==> src/rtl/bin_pkg.sv <==
// Shared types and constants for the binarization threshold controller.
package bin_pkg;

  typedef enum logic [1:0] {IDLE, DIV, CALC, HOLD} state_t;

  localparam logic [7:0] DEFAULT_TH = 8'd32;
  localparam logic [7:0] TH_OFFSET  = 8'd16;
  localparam logic [7:0] TH_MIN     = 8'd8;
  localparam logic [7:0] TH_MAX     = 8'd200;

  function automatic logic [7:0] clamp(input logic [9:0] v, input logic [7:0] lo,
                                       input logic [7:0] hi);
    if (v < {2'b00, lo})      return lo;
    else if (v > {2'b00, hi}) return hi;
    else                      return v[7:0];
  endfunction

endpackage

==> src/rtl/serial_udiv.sv <==
// Restoring unsigned divider, one quotient bit per cycle, W cycles per divide.
module serial_udiv #(
  parameter int W = 29
) (
  input  logic         clk,
  input  logic         rst_n,
  input  logic         start,
  input  logic [W-1:0] dividend,
  input  logic [W-1:0] divisor,
  output logic         busy,
  output logic         done,
  output logic [W-1:0] quotient
);

  localparam int CW = $clog2(W + 1);

  logic [W-1:0]  rem, quo, dvs;
  logic [W-1:0]  rem_in, quo_in, dvs_in, rem_nx;
  logic [W:0]    shifted, trial;
  logic [CW-1:0] cnt;
  logic          qbit;

  // The start cycle already performs the first step, so operands go straight
  // into the datapath instead of being registered first.
  always_comb begin
    rem_in  = start ? '0 : rem;
    quo_in  = start ? dividend : quo;
    dvs_in  = start ? divisor : dvs;
    shifted = {rem_in, quo_in[W-1]};
    trial   = shifted - {1'b0, dvs_in};
    qbit    = ~trial[W];
    rem_nx  = qbit ? trial[W-1:0] : shifted[W-1:0];
  end

  always_ff @(posedge clk or negedge rst_n) begin
    if (!rst_n) begin
      rem  <= '0;
      quo  <= '0;
      dvs  <= '0;
      cnt  <= '0;
      done <= 1'b0;
    end else begin
      if (start || busy) begin
        rem <= rem_nx;
        quo <= {quo_in[W-2:0], qbit};
        dvs <= dvs_in;
        cnt <= start ? CW'(W - 1) : cnt - 1'b1;
      end
      done <= !start && (cnt == CW'(1));
    end
  end

  assign busy     = (cnt != '0);
  assign quotient = quo;

endmodule

==> src/rtl/bin_thresh_ctrl.sv <==
// Per-frame mean-luminance threshold controller with manual override.
// Define BIN_TH_IIR_EN to smooth the computed threshold against the previous one.
module bin_thresh_ctrl
  import bin_pkg::*;
#(
  parameter int CNT_W = 21,
  parameter int SUM_W = 29
) (
  input  logic       clk,
  input  logic       rst_n,
  input  logic       vsync,
  input  logic       de,
  input  logic [7:0] luminance,
  input  logic       cfg_manual,
  input  logic [7:0] cfg_thresh,
  output logic [7:0] threshold,
  output logic       thresh_load,
  output logic [7:0] frame_mean,
  output logic       busy,
  output logic       err_drop,
  output logic       err_empty
);

  state_t state, state_nx;

  logic             vsync_d, frame_end, frame_start;
  logic [SUM_W-1:0] sum;
  logic [CNT_W-1:0] cnt;
  logic             sat, pix, sat_now, frame_ok;
  logic [SUM_W:0]   sum_add;
  logic             div_start, div_busy, div_done;
  logic [SUM_W-1:0] quo;
  logic [7:0]       mean, pending;
  logic [9:0]       cand;
  logic             calc_last;

  assign frame_end   = vsync_d && !vsync;
  assign frame_start = !vsync_d && vsync;
  assign pix         = vsync && de;
  assign sum_add     = {1'b0, sum} + {{(SUM_W-7){1'b0}}, luminance};
  assign sat_now     = pix && (sum_add[SUM_W] || (&cnt));
  assign frame_ok    = (cnt != '0) && !sat;

  assign mean = (|quo[SUM_W-1:8]) ? 8'hFF : quo[7:0];
  assign cand = (mean >= TH_OFFSET) ? {2'b00, mean - TH_OFFSET} : 10'd0;

  always_ff @(posedge clk or negedge rst_n) begin
    if (!rst_n) vsync_d <= 1'b0;
    else        vsync_d <= vsync;
  end

  // Accumulators always clear at frame end so the next frame is never blocked.
  always_ff @(posedge clk or negedge rst_n) begin
    if (!rst_n) begin
      sum <= '0;
      cnt <= '0;
      sat <= 1'b0;
    end else if (frame_end) begin
      sum <= '0;
      cnt <= '0;
      sat <= 1'b0;
    end else if (pix) begin
      sum <= sum_add[SUM_W] ? '1 : sum_add[SUM_W-1:0];
      if (!(&cnt)) cnt <= cnt + 1'b1;
      if (sat_now) sat <= 1'b1;
    end
  end

  serial_udiv #(.W(SUM_W)) u_div (
    .clk      (clk),
    .rst_n    (rst_n),
    .start    (div_start),
    .dividend (sum),
    .divisor  ({{(SUM_W-CNT_W){1'b0}}, cnt}),
    .busy     (div_busy),
    .done     (div_done),
    .quotient (quo)
  );

  always_ff @(posedge clk or negedge rst_n) begin
    if (!rst_n) state <= IDLE;
    else        state <= state_nx;
  end

  always_comb begin
    state_nx = state;
    case (state)
      IDLE: if (div_start)   state_nx = DIV;
      DIV:  if (div_done)    state_nx = CALC;
      CALC: if (calc_last)   state_nx = HOLD;
      HOLD: if (frame_start) state_nx = IDLE;
      default:               state_nx = IDLE;
    endcase
  end

  always_comb begin
    div_start = (state == IDLE) && frame_end && frame_ok;
    busy      = div_busy || div_done;
  end

`ifdef BIN_TH_IIR_EN
  logic       calc_ph;
  logic [7:0] cand_r;
  logic [9:0] iir;

  assign calc_last = calc_ph;
  assign iir = (({2'b00, threshold} * 10'd3) + {2'b00, cand_r} + 10'd2) >> 2;

  always_ff @(posedge clk or negedge rst_n) begin
    if (!rst_n) begin
      calc_ph    <= 1'b0;
      cand_r     <= '0;
      frame_mean <= '0;
      pending    <= DEFAULT_TH;
    end else if (state == CALC) begin
      calc_ph <= !calc_ph;
      if (!calc_ph) begin
        frame_mean <= mean;
        cand_r     <= cand[7:0];
      end else begin
        pending <= clamp(iir, TH_MIN, TH_MAX);
      end
    end
  end
`else
  assign calc_last = 1'b1;

  always_ff @(posedge clk or negedge rst_n) begin
    if (!rst_n) begin
      frame_mean <= '0;
      pending    <= DEFAULT_TH;
    end else if (state == CALC) begin
      frame_mean <= mean;
      pending    <= clamp(cand, TH_MIN, TH_MAX);
    end
  end
`endif

  // Threshold only moves on a frame start, so the binarizer never sees a mid-frame change.
  always_ff @(posedge clk or negedge rst_n) begin
    if (!rst_n) begin
      threshold   <= DEFAULT_TH;
      thresh_load <= 1'b0;
      err_drop    <= 1'b0;
      err_empty   <= 1'b0;
    end else begin
      thresh_load <= 1'b0;
      if (frame_start) begin
        if (cfg_manual) begin
          threshold   <= cfg_thresh;
          thresh_load <= 1'b1;
        end else if (state == HOLD) begin
          threshold   <= pending;
          thresh_load <= 1'b1;
        end
      end
      if (sat_now || (frame_end && (cnt != '0) && (state != IDLE)))
        err_drop <= 1'b1;
      if (frame_end && (cnt == '0))
        err_empty <= 1'b1;
    end
  end

endmodule
==> config.mk <==
export PLATFORM = sky130hd
export DESIGN_NAME = bin_thresh_ctrl
export DESIGN_NICKNAME = d
export VERILOG_FILES = /design/src/rtl/bin_pkg.sv /design/src/rtl/serial_udiv.sv /design/src/rtl/bin_thresh_ctrl.sv
export SDC_FILE = /design/constraint.sdc
export NUM_CORES = 1
export LEC_CHECK = 0
export CAP_MARGIN = 20
export CORE_MARGIN = 5
export CORE_UTILIZATION = 55
export CTS_BUF_LIST = sky130_fd_sc_hd__clkbuf_8
export CTS_CLUSTER_DIAMETER = 80
export CTS_CLUSTER_SIZE = 28
export DETAILED_ROUTE_END_ITERATION = 8
export GPL_TIMING_DRIVEN = 0
export PLACE_DENSITY = 0.83
export RECOVER_POWER = 25
export SYNTH_ARGS = -nofsm -noshare
export SYNTH_HDL_FRONTEND = slang
export SYNTH_HIERARCHICAL = 1
export SYNTH_SLANG_ARGS = --single-unit
==> constraint.sdc <==
create_clock -name clk -period 8.3 [get_ports clk]
set_input_delay 2.49 -clock clk [delete_from_list [all_inputs] [get_ports clk]]
set_output_delay 2.49 -clock clk [all_outputs]
set_load 0.01 [all_outputs]
==> flow_summary.toml <==
[placement]
place_congestion = 0.947
post_dp_cell_area_um2 = 11400
placedCellCount = 1448
post-dp-hpwl_um = 19300
io_buffers = 39
pre_cts_slack_ps = -1150

[global_routing]
met2_usage_pct = 39.9
grt_pass1_vias = 8824
grt_util_met3_pct = 4.59
grtUsageTotal_pct = 24.9
grt-ovfl-total = 0
grt_pass1_wl_um = 44800
met1_usage_pct = 34.4
antenna_found_initial = 0
grt_max_degree = 109
busiest_layer = "met2"

[sta]
setup_slack_ps = 417
setup_viol = 0
slew_headroom_pct = -148
worstMarginPinSlew_ps = 3720
rsz0062_at_grt = "no"
fin_crit_ps = 7880
fin_skew_ps = 15.5
drv_slew = 67
fmax_ghz = 0.127
fin_crit_sh_pct = 95.0
hold_viol = 0
holdWs_ps = 486

[synth]
netlist_area_um2 = 10600
synth_edf_count = 0
synthFlopType = "dfrtp_1"
synthCells = 1140
ys_warn_count = 6
synth.distinct_cells = 88
ys_seq_elements = 174
synthArstFlopShare_pct = 100
avgSynthCellArea_um2 = 9.33
ys_seq_area_share_pct = 40.9

[critical_path]
critPathRequiredTime_ps = 8640
path_buf_inv = 6
cp-start-kind = "input pin"
cp_data_arrival_time_ps = 8220
endpoint_kind = "flop"
critical_path.cell_chain = "dlygate4sd3_1, and2b_2, clkbuf_8, o31ai_1, nor3b_2, buf_2, clkbuf_2, clkbuf_2, mux2_2, ha_1, inv_1, fa_1, a211oi_1, nor2_1, a41oi_1, o31ai_2, a21oi_1, o311ai_1, a21oi_1, xor2_1, o22ai_1"
cp_slowest_stage_delay_ps = 600
cpLargestDelayFamily = "buffers and inverters"
cp_max_fo = 19
critPathSlowestCell = "dlygate4sd3_1"
criticalPathCategory = "in -> reg"

[status]
outcome = "finished, violations left"
violations = "DRC, capacitance limit, slew limit"

[job]
maxCapViolCount = 1

[cells_and_area]
nets = 1275
final_cell_count_no_fill = 1480
areaGrowthSynthToFinish_pct = 11.0
fin_area_um2 = 11800
layout_common_cells = "dfrtp_1 (172), nand2_1 (97), nor2_1 (83)"
layout_commonest_cell = "dfrtp_1"
drive_above_1_share_pct = 9.51
diodes = 0
fin_util_pct = 62.5

[clocking]
cts_sinks = 174
cts_tree = "done"
clockRootBuffer = "clkbuf_8"
clkTransAtPathRegs_ps = 90
cts_buffers = 17
cts_max_path_buffers = 2
clk_latency_ps = 480
cts_htree_levels = 4

[floorplanning]
fp-row-count = 50
pin_count = 41
die_w_um = 149
core_um2 = 18900
initial_core_util_pct = 56.3
die-area_um2 = 22200
dieHeight_um = 149

[power_and_ir_drop]
seqPwrFrac_pct = 30.0
switching_share_pct = 44.3
power_frac_clock_pct = 14.0
p_sw_mw = 1.88
p_int_mw = 2.36
peakVddDrop_mv = 0.185
leakagePower_nw = 5.21
combPwrFrac_pct = 56.0
powerDensity_nw_per_um2 = 359

[detailed_routing]
drt_iter0_drc = 784
num_vias = 9066
ant_nets = 0
wire_per_inst_um = 18.5
post-route-drc-count = 1
vias_per_cell = 6.13
firstDrtPassIters = 9
drt_wl_total_um = 27300

[hold_path]
hp-class = "reg -> reg"
==> power groups by stage <==
stage | clock, mW | combinational [mW] | sequential [mW]
after floorplan | 0 | 1.80 | 1.23
after global placement | 0 | 2.25 | 1.27
after detailed placement | 0 | 2.31 | 1.28
after CTS | 0.601 | 2.32 | 1.27
after global routing | 0.636 | 2.59 | 1.30
final | 0.592 | 2.37 | 1.27
==> per-layer routing <==
metal	share of wire (%)	routed length, um
met5	0	0
met4	2.3	642
met3	7.0	1920
met2	46	12600
met1	45	12200
==> state kept, by name, summed over array words and instances (netlist names) <==
| signal | count |
|---|---|
| frame_mean | 8 |
| sum | 29 |
| pending | 8 |
| u_div/cnt | 5 |
| state | 2 |
| thresh_load | 1 |
| u_div/quotient | 29 |
| threshold | 8 |
| cnt | 21 |
| err_drop | 1 |
| u_div/rem | 29 |
| u_div/dvs | 29 |
| err_empty | 1 |
| u_div/done | 1 |
| sat | 1 |
| vsync_d | 1 |
==> area by class of cell <==
class / instances / area, um^2
tap: 260 / 325
clock inverter: 13 / 131
timing repair buffer: 42 / 424
inverter: 57 / 214
multi-input combinational: 863 / 5830
clock buffer: 19 / 262
buffer: 52 / 268
sequential: 174 / 4360
fill: 1587 / 7080
==> worst reg2reg max path: cells and delay by family, from the launching register on <==
family,cells,cell delay [ps]
AO/OA/AOI/OAI,8,2380
XOR/XNOR,1,180
adder cells (fa/ha/maj),3,580
buffers and inverters,5,1070
flip-flops,1,460
multiplexers,1,350
AND/OR/NAND/NOR,4,750
==> stage by stage <==
step / TNS (ps) / total power [mW]
2_1_floorplan: 0 / 3.03
6_report: 0 / 4.24
4_1_cts: 0 / 4.19
5_1_grt: 0 / 4.52
3_5_place_dp: -24320 / 3.59
3_3_place_gp: -429230 / 3.52
==> synthesized netlist by cell type (6+ instances only) <==
master,instances,area [um^2]
nand2_1,97,364
xnor2_1,32,280
nand4_1,9,56.3
o22ai_1,6,37.5
nand2b_1,9,56.3
nor2b_1,33,206
mux2_2,26,293
buf_1,7,26.3
clkbuf_1,31,116
a211oi_1,12,90.1
nor4_1,7,43.8
buf_2,8,40.0
o31ai_1,6,45.0
or3_1,13,81.3
nor2_1,83,312
and4_1,10,87.6
and3_1,20,125
dfrtp_1,172,4300
o21ai_1,11,55.1
xor2_1,21,184
and2_1,9,56.3
mux2i_1,56,561
o21ai_0,76,380
ha_1,45,563
a31oi_1,25,156
inv_1,55,206
a21oi_1,70,350
nand3_1,30,150
a41oi_1,9,78.8
o211ai_1,11,82.6
nor3_1,19,95.1
a21o_1,9,67.6
o21a_1,15,113
==> final timing paths <==
| check | startpoint | to | slack, ps | cells past startpoint |
|---|---|---|---|---|
| max in group asynchronous | rst_n | u_div/rem[4] | 2930 | 1 |
| min reg2reg | u_div/rem[21] | u_div/rem[21] | 490 | 2 |
| min | u_div/rem[21] | u_div/rem[21] | 490 | 2 |
| min in group asynchronous | rst_n | frame_mean[0] | 3260 | 1 |
| max | vsync | u_div/rem[26] | 420 | 21 |
| max reg2reg | cnt[0] | u_div/rem[26] | 2400 | 22 |
==> cell families after synthesis <==
family | Yosys count | share of synthesized area [%]
compound gates | 296 | 18.0
xor+xnor | 53 | 4.36
fa+ha+maj | 48 | 5.76
buf+inv | 110 | 4.52
flops | 174 | 40.9
mux | 82 | 8.02
other cells | 1 | 0.0352
simple gates | 376 | 18.3
==> timing repair <==
| action | in CTS | in global routing |
|---|---|---|
| setup endpoints to repair | 30 | 30 |
| setup buffers | 0 | 1 |
| pin swaps | 0 | 1 |
| gates resized for setup | 4 | 2 |
| gates cloned | 0 | 0 |
| hold buffers | 0 | 0 |
Power figures use the tool's default switching activity.
